===== config.mk =====
export PLATFORM = sky130hd
export DESIGN_NAME = eth_line_sink
export DESIGN_NICKNAME = d
export VERILOG_FILES = /design/src/rtl/matrix_pkg.sv /design/src/rtl/rgb_packer.sv /design/src/rtl/eth_line_sink.sv
export SDC_FILE = /design/constraint.sdc
export NUM_CORES = 1
export LEC_CHECK = 0
export CAP_MARGIN = 20
export CORE_AREA = 2 2 107 109
export DETAILED_ROUTE_END_ITERATION = 7
export DIE_AREA = 0 0 109 111
export PLACE_DENSITY = 0.79
export SYNTH_ARGS = -nofsm -noshare
export SYNTH_HDL_FRONTEND = slang
export SYNTH_SLANG_ARGS = --single-unit
export TNS_END_PERCENT = 100

===== constraint.sdc =====
create_clock -name clk -period 4.15 [get_ports clk]
set_clock_uncertainty 0.05 [all_clocks]
set_input_delay 0.83 -clock clk [delete_from_list [all_inputs] [get_ports clk]]
set_output_delay 0.83 -clock clk [all_outputs]
set_load 0.01 [all_outputs]

===== src/rtl/matrix_pkg.sv =====
// Shared LED matrix definitions: sink FSM encoding, pixel byte phases,
// RGB888 width and default MAC/EtherType used by leddriver and the TX path.
package matrix_pkg;

  localparam int BYTE_W = 8;
  localparam int RGB_W  = 24;

  localparam logic [47:0] DEFAULT_MAC      = 48'hDAD1D2D3D4D5;
  localparam logic [47:0] BCAST_MAC        = 48'hFFFFFFFFFFFF;
  localparam logic [15:0] DEFAULT_ETH_TYPE = 16'h88B5;

  // Byte position inside an R,G,B triplet
  localparam logic [1:0] PHASE_R = 2'd0;
  localparam logic [1:0] PHASE_G = 2'd1;
  localparam logic [1:0] PHASE_B = 2'd2;

  typedef enum logic [2:0] {
    ST_IDLE    = 3'd0,
    ST_HDR_ROW = 3'd1,
    ST_HDR_COL = 3'd2,
    ST_PIXELS  = 3'd3,
    ST_DRAIN   = 3'd4
  } sink_state_e;

endpackage


===== src/rtl/rgb_packer.sv =====
// Collects R,G,B payload bytes into one RGB888 word; pixel_valid marks the
// beat carrying the blue byte, with the completed word on pixel.
module rgb_packer
  import matrix_pkg::*;
(
  input  logic              clk,
  input  logic              rst,
  input  logic              clear,
  input  logic              byte_valid,
  input  logic [BYTE_W-1:0] byte_data,
  output logic              pixel_valid,
  output logic [RGB_W-1:0]  pixel
);

  logic [1:0]        phase_r;
  logic [BYTE_W-1:0] red_r;
  logic [BYTE_W-1:0] green_r;

  // Byte phase counter and red/green holding registers
  always_ff @(posedge clk or posedge rst) begin
    if (rst) begin
      phase_r <= PHASE_R;
      red_r   <= 8'h00;
      green_r <= 8'h00;
    end else if (clear) begin
      phase_r <= PHASE_R;
    end else if (byte_valid) begin
      case (phase_r)
        PHASE_R: begin
          red_r   <= byte_data;
          phase_r <= PHASE_G;
        end
        PHASE_G: begin
          green_r <= byte_data;
          phase_r <= PHASE_B;
        end
        PHASE_B: phase_r <= PHASE_R;
        default: phase_r <= PHASE_R;
      endcase
    end
  end

  assign pixel_valid = byte_valid && (phase_r == PHASE_B);
  assign pixel       = {red_r, green_r, byte_data};

endmodule


===== src/rtl/eth_line_sink.sv =====
// Writes one LED panel line per filtered Ethernet frame into the framebuffer;
// payload is row, start column, then RGB triplets. Rejected payloads are drained.
module eth_line_sink
  import matrix_pkg::*;
#(
  parameter logic [47:0] MAC_ADDR     = DEFAULT_MAC,
  parameter bit          ACCEPT_BCAST = 1'b1,
  parameter logic [15:0] ETH_TYPE     = DEFAULT_ETH_TYPE,
  parameter int          PANEL_COLS   = 64,
  parameter int          PANEL_ROWS   = 32,
  parameter int          COL_W        = $clog2(PANEL_COLS),
  parameter int          ROW_W        = $clog2(PANEL_ROWS),
  parameter int          CNT_W        = 16
) (
  input  logic                   clk,
  input  logic                   rst,
  input  logic                   s_eth_hdr_valid,
  output logic                   s_eth_hdr_ready,
  input  logic [47:0]            s_eth_dest_mac,
  input  logic [15:0]            s_eth_type,
  input  logic [7:0]             s_payload_tdata,
  input  logic                   s_payload_tvalid,
  output logic                   s_payload_tready,
  input  logic                   s_payload_tlast,
  input  logic                   s_payload_tuser,
  output logic                   fb_wr_en,
  output logic [ROW_W+COL_W-1:0] fb_wr_addr,
  output logic [RGB_W-1:0]       fb_wr_data,
  output logic                   line_done,
  output logic [ROW_W-1:0]       line_idx,
  output logic [CNT_W-1:0]       good_cnt,
  output logic [CNT_W-1:0]       drop_cnt
);

  localparam logic [BYTE_W-1:0] ROW_LIM = BYTE_W'(PANEL_ROWS);
  localparam logic [BYTE_W-1:0] COL_BYTE_LIM = BYTE_W'(PANEL_COLS);
  localparam logic [COL_W:0]    COL_LIM = (COL_W+1)'(PANEL_COLS);

  function automatic logic hdr_match(input logic [47:0] mac, input logic [15:0] etype);
    return (etype == ETH_TYPE) && ((mac == MAC_ADDR) || (ACCEPT_BCAST && (mac == BCAST_MAC)));
  endfunction

  function automatic logic [CNT_W-1:0] sat_inc(input logic [CNT_W-1:0] v);
    return (v == {CNT_W{1'b1}}) ? v : v + {{(CNT_W-1){1'b0}}, 1'b1};
  endfunction

  sink_state_e           state_r;
  logic                  hdr_ready_r;
  logic                  tready_r;
  logic                  range_drop_r;
  logic [ROW_W-1:0]      row_r;
  logic [COL_W:0]        col_r;
  logic                  fb_wr_en_r;
  logic [ROW_W+COL_W-1:0] fb_wr_addr_r;
  logic [RGB_W-1:0]      fb_wr_data_r;
  logic                  line_done_r;
  logic [ROW_W-1:0]      line_idx_r;
  logic [CNT_W-1:0]      good_cnt_r;
  logic [CNT_W-1:0]      drop_cnt_r;
  logic                  beat_s;
  logic                  pix_valid_s;
  logic [RGB_W-1:0]      pixel_s;

  assign beat_s = s_payload_tvalid && tready_r;

  rgb_packer u_packer (
    .clk         (clk),
    .rst         (rst),
    .clear       (state_r != ST_PIXELS),
    .byte_valid  (beat_s && (state_r == ST_PIXELS)),
    .byte_data   (s_payload_tdata),
    .pixel_valid (pix_valid_s),
    .pixel       (pixel_s)
  );

  // Frame FSM with all handshake, framebuffer and status outputs registered
  always_ff @(posedge clk or posedge rst) begin
    if (rst) begin
      state_r      <= ST_IDLE;
      hdr_ready_r  <= 1'b0;
      tready_r     <= 1'b0;
      range_drop_r <= 1'b0;
      row_r        <= '0;
      col_r        <= '0;
      fb_wr_en_r   <= 1'b0;
      fb_wr_addr_r <= '0;
      fb_wr_data_r <= '0;
      line_done_r  <= 1'b0;
      line_idx_r   <= '0;
      good_cnt_r   <= '0;
      drop_cnt_r   <= '0;
    end else begin
      fb_wr_en_r  <= 1'b0;
      line_done_r <= 1'b0;
      case (state_r)
        ST_IDLE: begin
          if (s_eth_hdr_valid && hdr_ready_r) begin
            hdr_ready_r  <= 1'b0;
            tready_r     <= 1'b1;
            range_drop_r <= 1'b0;
            state_r      <= hdr_match(s_eth_dest_mac, s_eth_type) ? ST_HDR_ROW : ST_DRAIN;
          end else begin
            hdr_ready_r <= 1'b1;
          end
        end
        ST_HDR_ROW: begin
          if (beat_s) begin
            if (s_payload_tlast) begin
              drop_cnt_r  <= sat_inc(drop_cnt_r);
              tready_r    <= 1'b0;
              hdr_ready_r <= 1'b1;
              state_r     <= ST_IDLE;
            end else if (s_payload_tdata >= ROW_LIM) begin
              range_drop_r <= 1'b1;
              state_r      <= ST_DRAIN;
            end else begin
              row_r   <= s_payload_tdata[ROW_W-1:0];
              state_r <= ST_HDR_COL;
            end
          end
        end
        ST_HDR_COL: begin
          if (beat_s) begin
            if (s_payload_tlast) begin
              drop_cnt_r  <= sat_inc(drop_cnt_r);
              tready_r    <= 1'b0;
              hdr_ready_r <= 1'b1;
              state_r     <= ST_IDLE;
            end else if (s_payload_tdata >= COL_BYTE_LIM) begin
              range_drop_r <= 1'b1;
              state_r      <= ST_DRAIN;
            end else begin
              col_r   <= {1'b0, s_payload_tdata[COL_W-1:0]};
              state_r <= ST_PIXELS;
            end
          end
        end
        ST_PIXELS: begin
          // Pixels past the last column are swallowed, never wrapped
          if (pix_valid_s && (col_r < COL_LIM)) begin
            fb_wr_en_r   <= 1'b1;
            fb_wr_addr_r <= {row_r, col_r[COL_W-1:0]};
            fb_wr_data_r <= pixel_s;
            col_r        <= col_r + {{COL_W{1'b0}}, 1'b1};
          end
          if (beat_s && s_payload_tlast) begin
            if (s_payload_tuser) begin
              drop_cnt_r <= sat_inc(drop_cnt_r);
            end else begin
              line_done_r <= 1'b1;
              line_idx_r  <= row_r;
              good_cnt_r  <= sat_inc(good_cnt_r);
            end
            tready_r    <= 1'b0;
            hdr_ready_r <= 1'b1;
            state_r     <= ST_IDLE;
          end
        end
        ST_DRAIN: begin
          if (beat_s && s_payload_tlast) begin
            if (range_drop_r) begin
              drop_cnt_r <= sat_inc(drop_cnt_r);
            end
            tready_r    <= 1'b0;
            hdr_ready_r <= 1'b1;
            state_r     <= ST_IDLE;
          end
        end
        default: begin
          tready_r    <= 1'b0;
          hdr_ready_r <= 1'b0;
          state_r     <= ST_IDLE;
        end
      endcase
    end
  end

  assign s_eth_hdr_ready  = hdr_ready_r;
  assign s_payload_tready = tready_r;
  assign fb_wr_en         = fb_wr_en_r;
  assign fb_wr_addr       = fb_wr_addr_r;
  assign fb_wr_data       = fb_wr_data_r;
  assign line_done        = line_done_r;
  assign line_idx         = line_idx_r;
  assign good_cnt         = good_cnt_r;
  assign drop_cnt         = drop_cnt_r;

endmodule


**Word-level counts from Yosys, hierarchy flattened**

Index checks and enable logic that the tools add are counted.

- Bits in registers: 110
- Word-level logic and storage cells: 132
- Input port bits: 78
- Output and inout bits: 76

- Reductions and logical operators: 28
- Mux-type cells: 49
- Magnitude comparators: 3
- Equality and inequality tests: 28
- Bitwise logic cells: 5
- Add/subtract/negate cells: 3

Operators by type and width:

| kind | number |
|---|---|
| 16-bit 2-to-1 mux | 7 |
| 48-bit == test (second input constant) | 2 |
| 16-bit == test (second input constant) | 3 |
| 16-bit one-hot mux with 3 select lines | 1 |
| 16-bit by 1-bit adder with 16-bit output (second input constant) | 2 |
| 7-bit 2-to-1 mux | 4 |
| 3-bit 2-to-1 mux | 9 |
| 2-bit inequality test (second input constant) | 11 |
| 1-bit 2-to-1 mux | 20 |
| 4-bit AND reduction | 4 |
| 7-bit one-hot mux with 2 select lines | 1 |
| 3-bit one-hot mux with 4 select lines | 1 |
| 3-bit AND reduction | 4 |
| 2-bit by 1-bit inequality test with 1-bit output (second input constant) | 5 |
| 1-bit one-hot mux with 3 select lines | 3 |
| 8-bit by 6-bit >= comparator with 1-bit output (second input constant) | 1 |
| 8-bit by 7-bit >= comparator with 1-bit output (second input constant) | 1 |
| 8-bit AND reduction | 1 |
| 7-bit by 1-bit adder with 7-bit output (second input constant) | 1 |
| 1-bit logical AND | 7 |
| 7-bit less-than comparator (second input constant) | 1 |
| 7-bit AND reduction | 1 |
| 3-bit by 2-bit == test with 1-bit output (second input constant) | 2 |
| 3-bit nonzero test | 2 |
| other kinds (15) | 22 |

**Depth between registers and ports, before layout**

- Word-level depth: 6
- Depth in mapped cells: 7
- Mapped depth without buffers: 6

**Hierarchy**

Synthesis repeated with hierarchy kept, for this count alone.

- Cells, all modules: 434
- Area, all modules: 5054.8 um2

By module, submodules not included:

| module | area an instance (um2) | instances | cells an instance | seq. area each (um2) |
|---|---|---|---|---|
| eth_line_sink | 4269.1 | 1 | 381 | 2302.2 |
| rgb_packer | 785.8 | 1 | 53 | 450.4 |

**Worst setup path after synthesis**

Ideal clock, no wire load.

- Path kind: in2reg
- Start: input port s_eth_type[10]
- End: register state_r[0]
- Setup slack: 1.872 ns
- Stages on the path: 5
- Setup time: 0.066 ns
- Data arrival time: 2.162 ns
- Cells stage by stage: or4b_2 > nor4_1 > nand3_1 > a21oi_1 > a41o_1

- Cells in the longest elaborated chain, start to end: 5

RTL lines:

| item | RTL line | text |
|---|---|---|
| start: declaration | eth_line_sink.sv:20 | `input logic [15:0] s_eth_type,` |
| 16-bit == test | eth_line_sink.sv:40 | `return (etype == ETH_TYPE) && ((mac == MAC_ADDR) \|\| (ACCEPT_BCAST && (mac == BCAST_MAC)));` |
| 1-bit logical AND | eth_line_sink.sv:40 |  |
| 3-bit 2-to-1 mux | eth_line_sink.sv:101 | `state_r <= hdr_match(s_eth_dest_mac, s_eth_type) ? ST_HDR_ROW : ST_DRAIN;` |
| 3-bit 2-to-1 mux | eth_line_sink.sv:97 | `if (s_eth_hdr_valid && hdr_ready_r) begin` |
| 3-bit one-hot mux with 4 select lines | eth_line_sink.sv:95 | `case (state_r)` |
| end signal: assignment | eth_line_sink.sv:101 |  |
| end: declaration | eth_line_sink.sv:47 | `sink_state_e state_r;` |

Every way passes these cells. The select of a mux whose other input is x is not followed.
A chain may end at the register's enable or synchronous reset.

**Worst setup path after layout**

- Start: input port s_payload_tvalid
- End: register drop_cnt_r[14], in the netlist drop_cnt[14]

- Cells in the longest elaborated chain, start to end: 4
- Elaborated cells between the ends (all ways): 6
- Those cells by class: eq/ne (3); reduce/logical (3)

RTL lines:

| item | RTL line | text |
|---|---|---|
| start: declaration | eth_line_sink.sv:22 | `input logic s_payload_tvalid,` |
| 1-bit logical AND * | eth_line_sink.sv:64 | `assign beat_s = s_payload_tvalid && tready_r;` |
| 1-bit logical AND | eth_line_sink.sv:146, eth_line_sink.sv:160 |  |
| 2-bit inequality test (no line) or 2-bit by 1-bit inequality test with 1-bit output (tied branches) | -- |  |
| 7-bit AND reduction (no line) * | -- |  |
| end signal: assignment | eth_line_sink.sv:109 | `drop_cnt_r <= sat_inc(drop_cnt_r);` |
| end signal: assignment | eth_line_sink.sv:148 | `drop_cnt_r <= sat_inc(drop_cnt_r);` |
| end signal: assignment | eth_line_sink.sv:162 | `drop_cnt_r <= sat_inc(drop_cnt_r);` |
| end: declaration | eth_line_sink.sv:59 | `logic [CNT_W-1:0] drop_cnt_r;` |

Every way passes the cells marked *; elsewhere a longest branch is shown, timed or not.

==> impl_metrics.csv <==
group,metric,value,unit
routing,routed_via_density,5.47,
cells_and_area,layout-drive-gt1-share,12.8,%
cts,cts-root-buf,"sky130_fd_sc_hd__clkbuf_16",
place,gp_congestion,0.907,
cts,cts.sink_count,110,
yosys,synth_edf_count,0,
routing,drt-total-wl,12.3,mm
grt,antenna_found_initial,0,
place,io_buffers,153,
cts,clk_pin_slew,0.07,ns
routing,total_number_of_vias,4018,
power_and_ir_drop,static-leakage-power,3.16,nW
yosys,async_flop_share,100,%
worst_setup_path,start_kind,"input pin",
floorplan,io_pins,154,
routing,drc_errors,0,
timing,max-slew-margin-rel,51.5,%
power_and_ir_drop,power-per-cell-area,298,mW/mm^2
timing,fin_tns_setup,0,ns
cts,postCtsHoldBufs,0,
worst_setup_path,cp_slowest_cell,"sky130_fd_sc_hd__clkdlybuf4s50_1",
timing,fin_crit_share,64.1,%
floorplan,die_area,0.0121,mm^2
worst_setup_path,worstPathCellList,"clkdlybuf4s50_1, nand2_1, nor2_1, o211ai_2, nor3_1, xor2_1",
floorplan,dieWidth,109,um
grt,grt.met2_usage,34.9,%
timing,number_of_hold_slack_violations_in_the_final_timing_report,0,
cts,h-tree-depth,3,
cells_and_area,flow.area_growth_from_synthesis,40.2,%
floorplan,floorplan_core_area,0.0111,mm^2
yosys,yosys.area.top_type,"sky130_fd_sc_hd__dfrtp_1",
place,placement.setup.worst_slack,1.16,ns
grt,grt_most_used_layer,"met2",
grt,globalRouteMet1Util,28.5,%
yosys,synth_top_cells_by_area,"sky130_fd_sc_hd__dfrtp_1, sky130_fd_sc_hd__mux2_2, sky130_fd_sc_hd__mux2_1",
place,detailed_place_hpwl,9.04,mm
grt,via_count_of_the_first_global_routing_pass,4169,
flow_run,maxCapViolations,0,
yosys,synth_cell_types,54,
timing,peak_freq,0.376,GHz
timing,grt_setup_unrepaired,"false",
floorplan,floorplan.rows,39,
run_status,run_status,"finished, final reports clean",
yosys,syn-mean-instance-area,11.6,um^2
routing,avgRoutedWirePerCell,16.7,um
routing,drt_first_pass_iters,5,
hold_path,worst_hold_path_type,"flip-flop to flip-flop",
cts,clock_tree_from_tritoncts,"built",
floorplan,start_util,45.1,%
cells_and_area,mostFrequentLayoutCell,"sky130_fd_sc_hd__clkdlybuf4s50_1",
cells_and_area,antenna_cells,0,
grt,grt_overflow,0,
yosys,syn_inst,432,
power_and_ir_drop,irDropWorstVdd,0.168,mV
yosys,yosys_warnings,0,
worst_setup_path,cp_max_fo,16,
grt,use_met3,3.47,%
timing,worst_hold_slack,0.436,ns
timing,timing_worst_slew_pin_value,0.727,ns
yosys,mappedNetlistArea,0.00500,mm^2
floorplan,die_h,111,um
yosys,yosys_most_used_dff,"sky130_fd_sc_hd__dfrtp_1",
grt,grt_start_max_net_pins,59,
worst_setup_path,critical_path.endpoint_type,"flip-flop",
cells_and_area,final_cell_mix,"sky130_fd_sc_hd__clkdlybuf4s50_1, sky130_fd_sc_hd__dfrtp_1, sky130_fd_sc_hd__nand2_1",
yosys,ys_ff_latch,110,
cts,cts_repair_resize_count,0,
worst_setup_path,cp_data_arrival_time,2.87,ns
grt,first_pass_grt_wire_length,20.4,mm
cells_and_area,num-nets-final,668,
timing,post-route-worst-setup-slack,1.49,ns
yosys,synth_nets,513,
cts,clock_path_buffers,2,
routing,antenna_violating_nets_post_route,0,
routing,initialDrtViolationCount,179,
yosys,synth_largest_type_area_fraction,55.1,%
worst_setup_path,worst_ep_required_time,4.36,ns
grt,grtUsageTotal,21.1,%
cts,source_to_sink_clock_delay_at_the_later_pin_of_the_worst_skew_pair,0.35,ns
cts,cts_made_buffers,9,
worst_setup_path,critPathKind,"input pin to flip-flop",
worst_setup_path,critical-path-max-stage-delay,0.53,ns
timing,final_report_max_slew_violation_count,0,
timing,layout_min_cycle_time,2.66,ns
timing,setup_viol,0,
cts,post-cts-setup-buffer-count,0,
yosys,part_of_the_yosys_area_used_for_sequential_elements,55.1,%
## power breakdown
group,total [W],internal (W),switching [W]
sequential,0.00107,0.00107,0
clock,0.000898,0.000482,0.000416
combinational,0.000117,0.0000704,0.0000470
total,0.00209,0.00162,0.000463
## critical path, delay by kind of cell
kind | cells | cell delay [ns]
compound gates | 1 | 0.37
xor+xnor | 1 | 0.21
buf+inv | 1 | 0.53
simple gates | 3 | 0.92
## cells in the mapped netlist (3+ instances only)
library cell and number:
sky130_fd_sc_hd__xor2_1 16, sky130_fd_sc_hd__nand4_1 19, sky130_fd_sc_hd__dfrtp_1 110, sky130_fd_sc_hd__or3_1 3
sky130_fd_sc_hd__inv_1 10, sky130_fd_sc_hd__mux2_2 41, sky130_fd_sc_hd__and3_1 3, sky130_fd_sc_hd__o21ai_0 14
sky130_fd_sc_hd__nand2_1 44, sky130_fd_sc_hd__ha_1 3, sky130_fd_sc_hd__mux2_1 15, sky130_fd_sc_hd__and2_1 3
sky130_fd_sc_hd__nor3_1 12, sky130_fd_sc_hd__nand4b_1 3, sky130_fd_sc_hd__nor4_1 10, sky130_fd_sc_hd__buf_2 5
sky130_fd_sc_hd__nor2_1 23, sky130_fd_sc_hd__clkbuf_1 5, sky130_fd_sc_hd__a21oi_1 14, sky130_fd_sc_hd__nand3_1 22
sky130_fd_sc_hd__xnor2_1 13
## layout make-up
type / count / area, um^2
clock inverter: 7 / 90.1
clock buffer: 9 / 225
inverter: 12 / 47.5
tap: 143 / 179
multi-input combinational: 298 / 2150
timing repair buffer: 156 / 1570
sequential: 110 / 2750
fill: 872 / 4070
## stage by stage
step                utilization (%)  power, W  instance area [um^2]  std cells
finish                         63.3   0.00209                  7010        735
global route                   63.3   0.00216                  7010        735
CTS                            63.3   0.00210                  7010        735
detailed placement             60.4   0.00121                  6690        719
global placement               60.4   0.00121                  6690        719
floorplan                         -   0.00112                  5000        432
## worst paths after layout
path                                                    start                          to  slack, ns  cells after the start
worst max-delay path                         s_payload_tvalid    drop_cnt[14]$_DFFE_PP0P_       1.49                      6
worst min-delay path            u_packer.red_r[3]$_DFFE_PP0P_  fb_wr_data[19]$_DFFE_PP0P_       0.44                      1
worst max register to register         state_r[1]$_DFFE_PP0P_  fb_wr_data[18]$_DFFE_PP0P_       1.64                      5
worst min register to register  u_packer.red_r[3]$_DFFE_PP0P_  fb_wr_data[19]$_DFFE_PP0P_       0.44                      1
max in group asynchronous                                 rst     line_idx[4]$_DFFE_PP0P_       2.40                      3
min in group asynchronous                                 rst    good_cnt[13]$_DFFE_PP0P_       0.92                      2
## sequential cells by signal, summed over array words and instances (netlist names), 2 cells and up
name	flops
col_r	7
drop_cnt	16
fb_wr_addr	11
fb_wr_data	24
good_cnt	16
line_idx	5
row_r	5
state_r	3
u_packer.green_r	8
u_packer.phase_r	2
u_packer.red_r	8
## routing by layer
layer  share of wire [%]  vias up  routed length [um]
li1                    -     1895                   -
met1                  43     1979                5330
met2                  50      122                6130
met3                 4.8       22                 587
met4                 1.8        0                 226
met5                   0        -                   0
## cell families (layout without fill, tap and decap cells)
group	after synthesis	count (layout)	synth area share, %
mux	58	58	13.0
fa+ha+maj	3	3	0.751
xor+xnor	29	29	5.08
simple gates	158	158	17.1
buf+inv	24	184	2.08
flops	110	110	55.1
compound gates	50	50	6.93
(Power assumes the default switching activity.)
